==> config.mk <==
export PLATFORM = sky130hd
export DESIGN_NAME = alu_issue_ctrl
export DESIGN_NICKNAME = d
export VERILOG_FILES = /design/src/rtl/alu_issue_ctrl.sv
export SDC_FILE = /design/constraint.sdc
export NUM_CORES = 1
export LEC_CHECK = 0
export ABC_AREA = 1
export CAP_MARGIN = 30
export CORE_MARGIN = 2
export CORE_UTILIZATION = 55
export CTS_CLUSTER_DIAMETER = 40
export DETAILED_ROUTE_END_ITERATION = 8
export MAX_ROUTING_LAYER = met4
export PLACE_DENSITY = 0.81
export SYNTH_ARGS = -nofsm -noshare
export SYNTH_HDL_FRONTEND = slang
export SYNTH_SLANG_ARGS = --single-unit
==> constraint.sdc <==
create_clock -name clk -period 2.08 [get_ports clk]
set_input_delay 0.416 -clock clk [delete_from_list [all_inputs] [get_ports clk]]
set_output_delay 0.416 -clock clk [all_outputs]
set_load 0.005 [all_outputs]
==> src/rtl/alu_issue_ctrl.sv <==
// rtl/alu_issue_ctrl.sv - single-issue ALU controller with 4-entry register file
// Optional flag outputs (flag_z, flag_n) are enabled by defining ALU_ISSUE_FLAGS_EN.
module alu_issue_ctrl #(
  parameter int                DATA_W  = 8,
  parameter logic [DATA_W-1:0] REG_RST = '0
) (
  input  logic              clk,
  input  logic              rst,
  input  logic [15:0]       instr,
  input  logic              instr_valid,
  output logic              instr_ready,
  output logic [DATA_W-1:0] alu_a,
  output logic [DATA_W-1:0] alu_b,
  output logic [3:0]        alu_op,
  input  logic [DATA_W-1:0] alu_res,
  output logic              res_valid,
  output logic [DATA_W-1:0] res_data,
  output logic [1:0]        res_rd,
  output logic              err,
  input  logic [1:0]        dbg_addr,
  output logic [DATA_W-1:0] dbg_data
`ifdef ALU_ISSUE_FLAGS_EN
  ,
  output logic              flag_z,
  output logic              flag_n
`endif
);

  typedef enum logic [1:0] {S_IDLE, S_EXEC, S_WB} state_t;

  state_t            state_q, state_d;
  logic [DATA_W-1:0] alu_a_q, alu_a_d;
  logic [DATA_W-1:0] alu_b_q, alu_b_d;
  logic [3:0]        alu_op_q, alu_op_d;
  logic [1:0]        rd_q, rd_d;
  logic [DATA_W-1:0] imm_q, imm_d;
  logic              res_valid_q, res_valid_d;
  logic              err_q, err_d;
  logic [DATA_W-1:0] res_data_q, res_data_d;
  logic [1:0]        res_rd_q, res_rd_d;
  logic [DATA_W-1:0] regs_q [4];
  logic [DATA_W-1:0] regs_d [4];
`ifdef ALU_ISSUE_FLAGS_EN
  logic              flag_z_q, flag_z_d;
  logic              flag_n_q, flag_n_d;
`endif

  logic op_alu;
  logic op_ldi;
  logic op_wr;

  assign op_alu = (alu_op_q <= 4'd5);
  assign op_ldi = (alu_op_q == 4'hF);
  assign op_wr  = op_alu | op_ldi;

  always_comb begin
    state_d     = state_q;
    alu_a_d     = alu_a_q;
    alu_b_d     = alu_b_q;
    alu_op_d    = alu_op_q;
    rd_d        = rd_q;
    imm_d       = imm_q;
    res_valid_d = 1'b0;
    err_d       = 1'b0;
    res_data_d  = res_data_q;
    res_rd_d    = res_rd_q;
    for (int i = 0; i < 4; i++) regs_d[i] = regs_q[i];
`ifdef ALU_ISSUE_FLAGS_EN
    flag_z_d    = flag_z_q;
    flag_n_d    = flag_n_q;
`endif
    case (state_q)
      S_IDLE: begin
        if (instr_valid && instr_ready) begin
          state_d  = S_EXEC;
          alu_a_d  = regs_q[instr[9:8]];
          alu_b_d  = regs_q[instr[7:6]];
          alu_op_d = instr[15:12];
          rd_d     = instr[11:10];
          imm_d    = DATA_W'(instr[7:0]);
        end
      end
      S_EXEC: begin
        // Result is registered here so it is presented alongside res_valid during WB.
        state_d = S_WB;
        if (op_wr) begin
          res_valid_d = 1'b1;
          res_data_d  = op_ldi ? imm_q : alu_res;
          res_rd_d    = rd_q;
`ifdef ALU_ISSUE_FLAGS_EN
          flag_z_d    = (res_data_d == '0);
          flag_n_d    = res_data_d[DATA_W-1];
`endif
        end else begin
          err_d = 1'b1;
        end
      end
      S_WB: begin
        state_d = S_IDLE;
        if (res_valid_q) regs_d[rd_q] = res_data_q;
      end
      default: state_d = S_IDLE;
    endcase
  end

  always_ff @(posedge clk) begin
    if (rst) begin
      state_q     <= S_IDLE;
      alu_a_q     <= '0;
      alu_b_q     <= '0;
      alu_op_q    <= '0;
      rd_q        <= '0;
      imm_q       <= '0;
      res_valid_q <= 1'b0;
      err_q       <= 1'b0;
      res_data_q  <= '0;
      res_rd_q    <= '0;
      for (int i = 0; i < 4; i++) regs_q[i] <= REG_RST;
`ifdef ALU_ISSUE_FLAGS_EN
      flag_z_q    <= 1'b0;
      flag_n_q    <= 1'b0;
`endif
    end else begin
      state_q     <= state_d;
      alu_a_q     <= alu_a_d;
      alu_b_q     <= alu_b_d;
      alu_op_q    <= alu_op_d;
      rd_q        <= rd_d;
      imm_q       <= imm_d;
      res_valid_q <= res_valid_d;
      err_q       <= err_d;
      res_data_q  <= res_data_d;
      res_rd_q    <= res_rd_d;
      for (int i = 0; i < 4; i++) regs_q[i] <= regs_d[i];
`ifdef ALU_ISSUE_FLAGS_EN
      flag_z_q    <= flag_z_d;
      flag_n_q    <= flag_n_d;
`endif
    end
  end

  // Reset arriving during WB must suppress the pulses of the aborted instruction.
  assign instr_ready = (state_q == S_IDLE) && !rst;
  assign res_valid   = res_valid_q && !rst;
  assign err         = err_q && !rst;
  assign alu_a       = alu_a_q;
  assign alu_b       = alu_b_q;
  assign alu_op      = alu_op_q;
  assign res_data    = res_data_q;
  assign res_rd      = res_rd_q;
  assign dbg_data    = regs_q[dbg_addr];
`ifdef ALU_ISSUE_FLAGS_EN
  assign flag_z      = flag_z_q;
  assign flag_n      = flag_n_q;
`endif

endmodule

# Yosys cells after proc, flatten, opt, wreduce, memory -nomap -nowiden
# Memory sizes are Yosys's and may differ from the RTL's. A register that Yosys moved wholly into a read port is not among the register bits.
# Cells that the tools add are included.
dict set report totals {
  mem_bits_rw 32
  input_bits 29
  out_inout_bits 41
  elab_cells 50
  ff_bits 28
  latch_bits 0
  n_memories 1
  mem_bits_ro 0
}
# name depth width rd rd_ports_with_merged_regs wr line
set mem_list {}
lappend mem_list {regs_q 4 8 7 2 4 41} ;# logic [DATA_W-1:0] regs_q [4];
dict set report op_classes {
  bitwise_logic 7
  div 0
  mul 0
  eq_ne 4
  magnitude_cmp 3
  muxes 17
  n_reduce_logical 10
  shift 0
  add_sub_neg 0
}
# cell count
set ops {}
lappend ops {{2-to-1 mux 32 bit} 2}
lappend ops {{2-to-1 mux 8 bit} 6}
lappend ops {{bitwise mux 32 bit} 1}
lappend ops {{demux 8 bit (select 2 bit)} 1}
lappend ops {{logical AND 1 bit} 5}
lappend ops {{2-to-1 mux 1 bit} 5}
lappend ops {{bitwise OR 1 bit} 5}
lappend ops {{equality test 4 bit, second input constant} 1}
lappend ops {{<= comparator 4 x 3 -> 1 bit, second input constant} 1}
lappend ops {{one-hot mux 2 bit (2 select lines)} 1}
lappend ops {{AND reduction 2 bit} 2}
lappend ops {{>= comparator 3 bit, second input constant} 1}
lappend ops {{< comparator 3 x 1 -> 1 bit, second input constant} 1}
lappend ops {{inverter 2 -> 3 bit} 1}
lappend ops {{equality test 2 x 1 -> 1 bit, second input constant} 1}
lappend ops {{equality test 2 bit, second input constant} 1}
lappend ops {{zero test 2 bit} 1}
lappend ops {{2-to-1 mux 2 bit} 1}
lappend ops {{inequality test 2 bit, second input constant} 1}
lappend ops {{OR reduction 2 bit} 1}
lappend ops {{zero test 1 bit} 1}
lappend ops {{inverter 1 bit} 1}

# Longest topological paths before layout
dict set report depth {
  depth_word 9
  mapped_depth 9
  mapped_depth_nobuf 7
}

# Least setup slack after synthesis
# OpenSTA, ideal clock, no wires.
dict set report synth_path {
  path_type {input port to output port}
  from {input port dbg_addr[0]}
  to {output port dbg_data[5]}
  stages 6
  path_slack_ps 506
  arrival_ps 1158
  path_cell_list {buf_2 -> inv_2 -> clkbuf_1 -> o21ai_1 -> a21oi_1 -> a21oi_1}
}
dict set report synth_via {
  elab_chain_len 1
}
# item line
set synth_lines {}
lappend synth_lines {{start: declaration} 20} ;# input logic [1:0] dbg_addr,
lappend synth_lines {{memory read (4 x 8 bit)} --}
lappend synth_lines {{end: declaration} 21} ;# output logic [DATA_W-1:0] dbg_data
# No other way between the ends.

# Final worst setup path
dict set report layout_path {
  from {input port dbg_addr[1]}
  to {output port dbg_data[6]}
}
# Same word-level chain as after synthesis.

==> results summary <==
The number of hold-slack violations in the final timing report is 0. Setup repair after global routing left no endpoint under its margin. The final-report max-slew violation count was 0. The number of register bits inferred by synthesis came out at 76.

The maximum fanout encountered on the critical timing path came out at 7. VDD sags by at most 502 uV. Summed over all layers, the global routing overflow is 0. Counting both buffers and inverters, the worst setup path holds a total of 5. For the pin with the worst max-slew slack, the measured transition is between 600 and 700 ps.

The filler-free cell count of the finished design is around 700. The total internal power came out at ~2.7 mW. The final cycle utilization of the critical path came out at 93.0%. The maximum number of pins on one net before global-route repair came out at between 40 and 50. The setup path with the least slack is of type in -> out. The detailed router finished its first iteration with about 250 violations. The data arrival time of the critical path is 1520 ps. Along the worst hold path, the cell count comes to 2. The post-placement cell count came out at 676. The number of buffers inserted by port buffering came out at 69. The worst max-slew margin expressed relative to the limit is a little over half.

The growth of design area from synthesis to finish is 28.1%. The total length of routed wires is roughly 10,000 um. The initial core utilization came out at a little under three fifths. The net count after synthesis is just under 600.

The fraction of power consumed by combinational cells is between 10% and 20%. The number of standard-cell rows in the floorplan is 29. The detailed-route via count came out at 3,796.

Across the run, the number of max-cap violations was 0. The post-route netlist has just under 9% of its cells at a drive strength greater than 1. The horizontal extent of the die is 85.8 um. The standby leakage power is about 1.9 nW. The number of warnings printed during yosys synthesis came out at 0.

The overall routing resource usage came out at 29.8%. The total half-perimeter wirelength after legalization and detailed placement is 7120 um. The number of cell instances on the worst register-to-register path is 5. The area of the core region is roughly 6400 um2. The initial antenna violation count came out at 0. 0 antenna diodes ended up in the layout. The worst setup path is captured at an output pin. In this run the remaining antenna-violating nets after routing total 0. For the finished layout, the period the worst path requires is just under 2000 ps. The maximum count of clock buffers along a single path came out at 2. The clock buffer count from CTS came out at 9.

TritonCTS built the clock tree. The kind of start point of the critical path is an input pin. The global placer's final weighted congestion came out at about 0.98. The die covers 7360 um2. The tightest min-delay check is of the reg -> reg type.

After technology mapping, the gate count stands at 548. The clock reaches the later pin of the worst-skew pair after 360 ps. The worst register-to-register path begins at state_q[1]. Traced cell by cell, the critical path runs through dlygate4sd2_1 -> clkinvlp_4 -> buf_4 -> buf_4 -> a21oi_1 -> a21oi_1 -> dlygate4sd2_1.

The cell sitting at the root of the clock tree is a sky130_fd_sc_hd__clkbuf_8. The length of the first detailed-routing pass in iterations came out at 7. The critical path required time is 1660 ps. The ratio of total power to cell area came out at around 740 nW/um2.

For this run, the slowest stage of the critical path takes 270 ps. The number of different library cells used by synthesis comes to 25. After synthesis the cells add up to approximately 3700 um2. The critical path starts at dbg_addr[1].

After detailed routing, the number of remaining DRC violations is 4. The detail-routed via count per cell came out at between 5 and 6. The number of cells on the critical path is 7. After clock tree synthesis, the clock-pin slew on the worst setup and hold paths is about 80 ps. The largest individual stage delay along the critical path comes from the cell sky130_fd_sc_hd__dlygate4sd2_1. The instance area after placement came out at around 4400 um2. The count of H-tree levels built during CTS came out at 3. The share of total power in sequential cells came out at about 44%. The power spent charging and discharging nets came out at 0.834 mW. The top-level I/O count is 70. The clock arrives with just under 6 ps of skew. The first global-routing pass estimated 16,600 um of wire. The flow ran to the end, but the final reports show violations. The design area came out at 4710 um2. The final reports fail on DRC. Setup violations remaining at the end of the flow were counted as 0. The vertical extent of the die is around 86 um.

The largest delay contributor family on the critical path is buffers and inverters. The net total in the final layout is around 640. After synthesis, the mean cell area works out to around 6.7 um2. The post-detailed-route wirelength per cell came out at 14.7 um. The share of power burned in the clock network is between 40% and 50%. The total clock sinks came out at 76. Net switching is a little under a quarter of the power. The worst hold path begins at imm_q[3]. For this run, the top clock speed supported by timing is 517 MHz. The sequential-to-total area share from yosys stat is around 41%. The number of global-route vias before repair is ~3,600.
[flip-flops by register name, indices dropped and copies added (netlist names)]
| register | flops |
|---|---|
| regs_q | 32 |
| alu_a | 8 |
| alu_b | 8 |
| imm_q | 8 |
| res_data | 8 |
| alu_op | 4 |
| rd_q | 2 |
| res_rd | 2 |
| state_q | 2 |
| err_q | 1 |
| res_valid_q | 1 |
[Yosys cell counts]
library cell | count | area share (%)
sky130_fd_sc_hd__nand2_1 | 148 | 15
sky130_fd_sc_hd__nor2_1 | 102 | 10
sky130_fd_sc_hd__dfxtp_1 | 76 | 41
sky130_fd_sc_hd__a21oi_1 | 64 | 8.7
sky130_fd_sc_hd__o21ai_0 | 31 | 4.2
sky130_fd_sc_hd__inv_1 | 29 | 3.0
sky130_fd_sc_hd__o21ai_1 | 28 | 3.8
sky130_fd_sc_hd__o211ai_1 | 16 | 3.3
sky130_fd_sc_hd__clkbuf_1 | 13 | 1.3
sky130_fd_sc_hd__buf_6 | 9 | 2.8
sky130_fd_sc_hd__inv_2 | 7 | 0.71
sky130_fd_sc_hd__buf_1 | 4 | 0.41
sky130_fd_sc_hd__buf_2 | 4 | 0.54
sky130_fd_sc_hd__nor2_2 | 3 | 0.51
sky130_fd_sc_hd__nor3_4 | 3 | 1.3
sky130_fd_sc_hd__nand3_1 | 2 | 0.27
sky130_fd_sc_hd__buf_4 | 1 | 0.20
sky130_fd_sc_hd__inv_4 | 1 | 0.17
sky130_fd_sc_hd__nand2_2 | 1 | 0.17
sky130_fd_sc_hd__nand2_4 | 1 | 0.31
sky130_fd_sc_hd__nand3_2 | 1 | 0.27
sky130_fd_sc_hd__nand3_4 | 1 | 0.48
sky130_fd_sc_hd__nor2_4 | 1 | 0.31
sky130_fd_sc_hd__nor3_1 | 1 | 0.14
sky130_fd_sc_hd__o21ai_2 | 1 | 0.24
[repair_timing]
item,CTS,global route
buffers inserted,4,0
endpoints found under the hold margin,0,0
setup endpoints to repair,8,2
hold buffers,0,0
gates resized for setup,13,1
[layout by cell type (no fill, tap or decap), types with 2 or more instances in the layout]
cell type / Yosys / layout
sky130_fd_sc_hd__clkdlybuf4s50_1: 0 / 58
sky130_fd_sc_hd__o211ai_1: 16 / 16
sky130_fd_sc_hd__inv_1: 29 / 28
sky130_fd_sc_hd__inv_2: 7 / 6
sky130_fd_sc_hd__dfxtp_1: 76 / 76
sky130_fd_sc_hd__buf_12: 0 / 4
sky130_fd_sc_hd__buf_4: 1 / 12
sky130_fd_sc_hd__bufinv_16: 0 / 3
sky130_fd_sc_hd__a21oi_1: 64 / 64
sky130_fd_sc_hd__nor2_1: 102 / 102
sky130_fd_sc_hd__nor3_4: 3 / 3
sky130_fd_sc_hd__nand2_1: 148 / 148
sky130_fd_sc_hd__o21ai_0: 31 / 31
sky130_fd_sc_hd__nor2_2: 3 / 3
sky130_fd_sc_hd__inv_4: 1 / 2
sky130_fd_sc_hd__o21ai_1: 28 / 28
sky130_fd_sc_hd__nand3_1: 2 / 2
sky130_fd_sc_hd__dlygate4sd2_1: 0 / 10
sky130_fd_sc_hd__clkbuf_8: 0 / 13
[cells by family (layout without fill, tap and decap cells)]
kind of cell | after synthesis | in the layout | share of synthesized area [%]
AO/OA/AOI/OAI | 140 | 140 | 20.2
AND/OR/NAND/NOR | 264 | 264 | 29.3
buffers and inverters | 68 | 139 | 9.08
flip-flops | 76 | 76 | 41.4
[worst min-delay path, stage by stage (launching register included)]
cell and delay, ps:
sky130_fd_sc_hd__dfxtp_1 310, sky130_fd_sc_hd__nand2_1 60, sky130_fd_sc_hd__a21oi_1 60
[metrics by stage]
step                worst slack, ps  TNS (ps)  power, mW  hold slack (ps)  utilization (%)
CTS                            13.2         0       3.51              470             73.3
detailed placement             -343     -2370       2.05              458             68.8
floorplan                       506         0       1.82              445                -
global route                   86.5         0       3.62              492             73.4
global placement               -301     -2190       2.04              454             68.8
finish                          145         0       3.50              474             73.4
[final cells by class]
| type | instances | area, um2 |
|---|---|---|
| fillers | 543 | 1710 |
| well taps | 77 | 96.3 |
| repair buffers | 86 | 856 |
| clock buffers | 13 | 179 |
| flip-flops and latches | 76 | 1520 |
| clock inverters | 3 | 90.1 |
| inverters | 37 | 148 |
| multi-input cells | 404 | 1820 |
[power by group through the flow]
stage               sequential, mW  combinational [mW]  clock (mW)
finish                        1.54               0.475        1.48
global route                  1.55               0.524        1.54
CTS                           1.54               0.475        1.49
detailed placement            1.58               0.470           0
global placement              1.58               0.461           0
floorplan                     1.58               0.247           0
[metal layers]
metal,wire [um],part of all wire [%],global-route usage (%),vias up
met2,4980,49,49.9,154
li1,-,-,-,1891
met4,352,3.4,15.9,0
met5,0,0,-,-
met1,4250,41,34.2,1720
met3,668,6.5,5.00,31
[final timing paths]
kind	endpoint	slack [ps]
worst min-delay path	imm_q[3]	470
worst min register to register	imm_q[3]	470
worst max-delay path	dbg_data[6]	140
worst max register to register	regs_q[0][5]	510
Power figures use the tool's default switching activity.
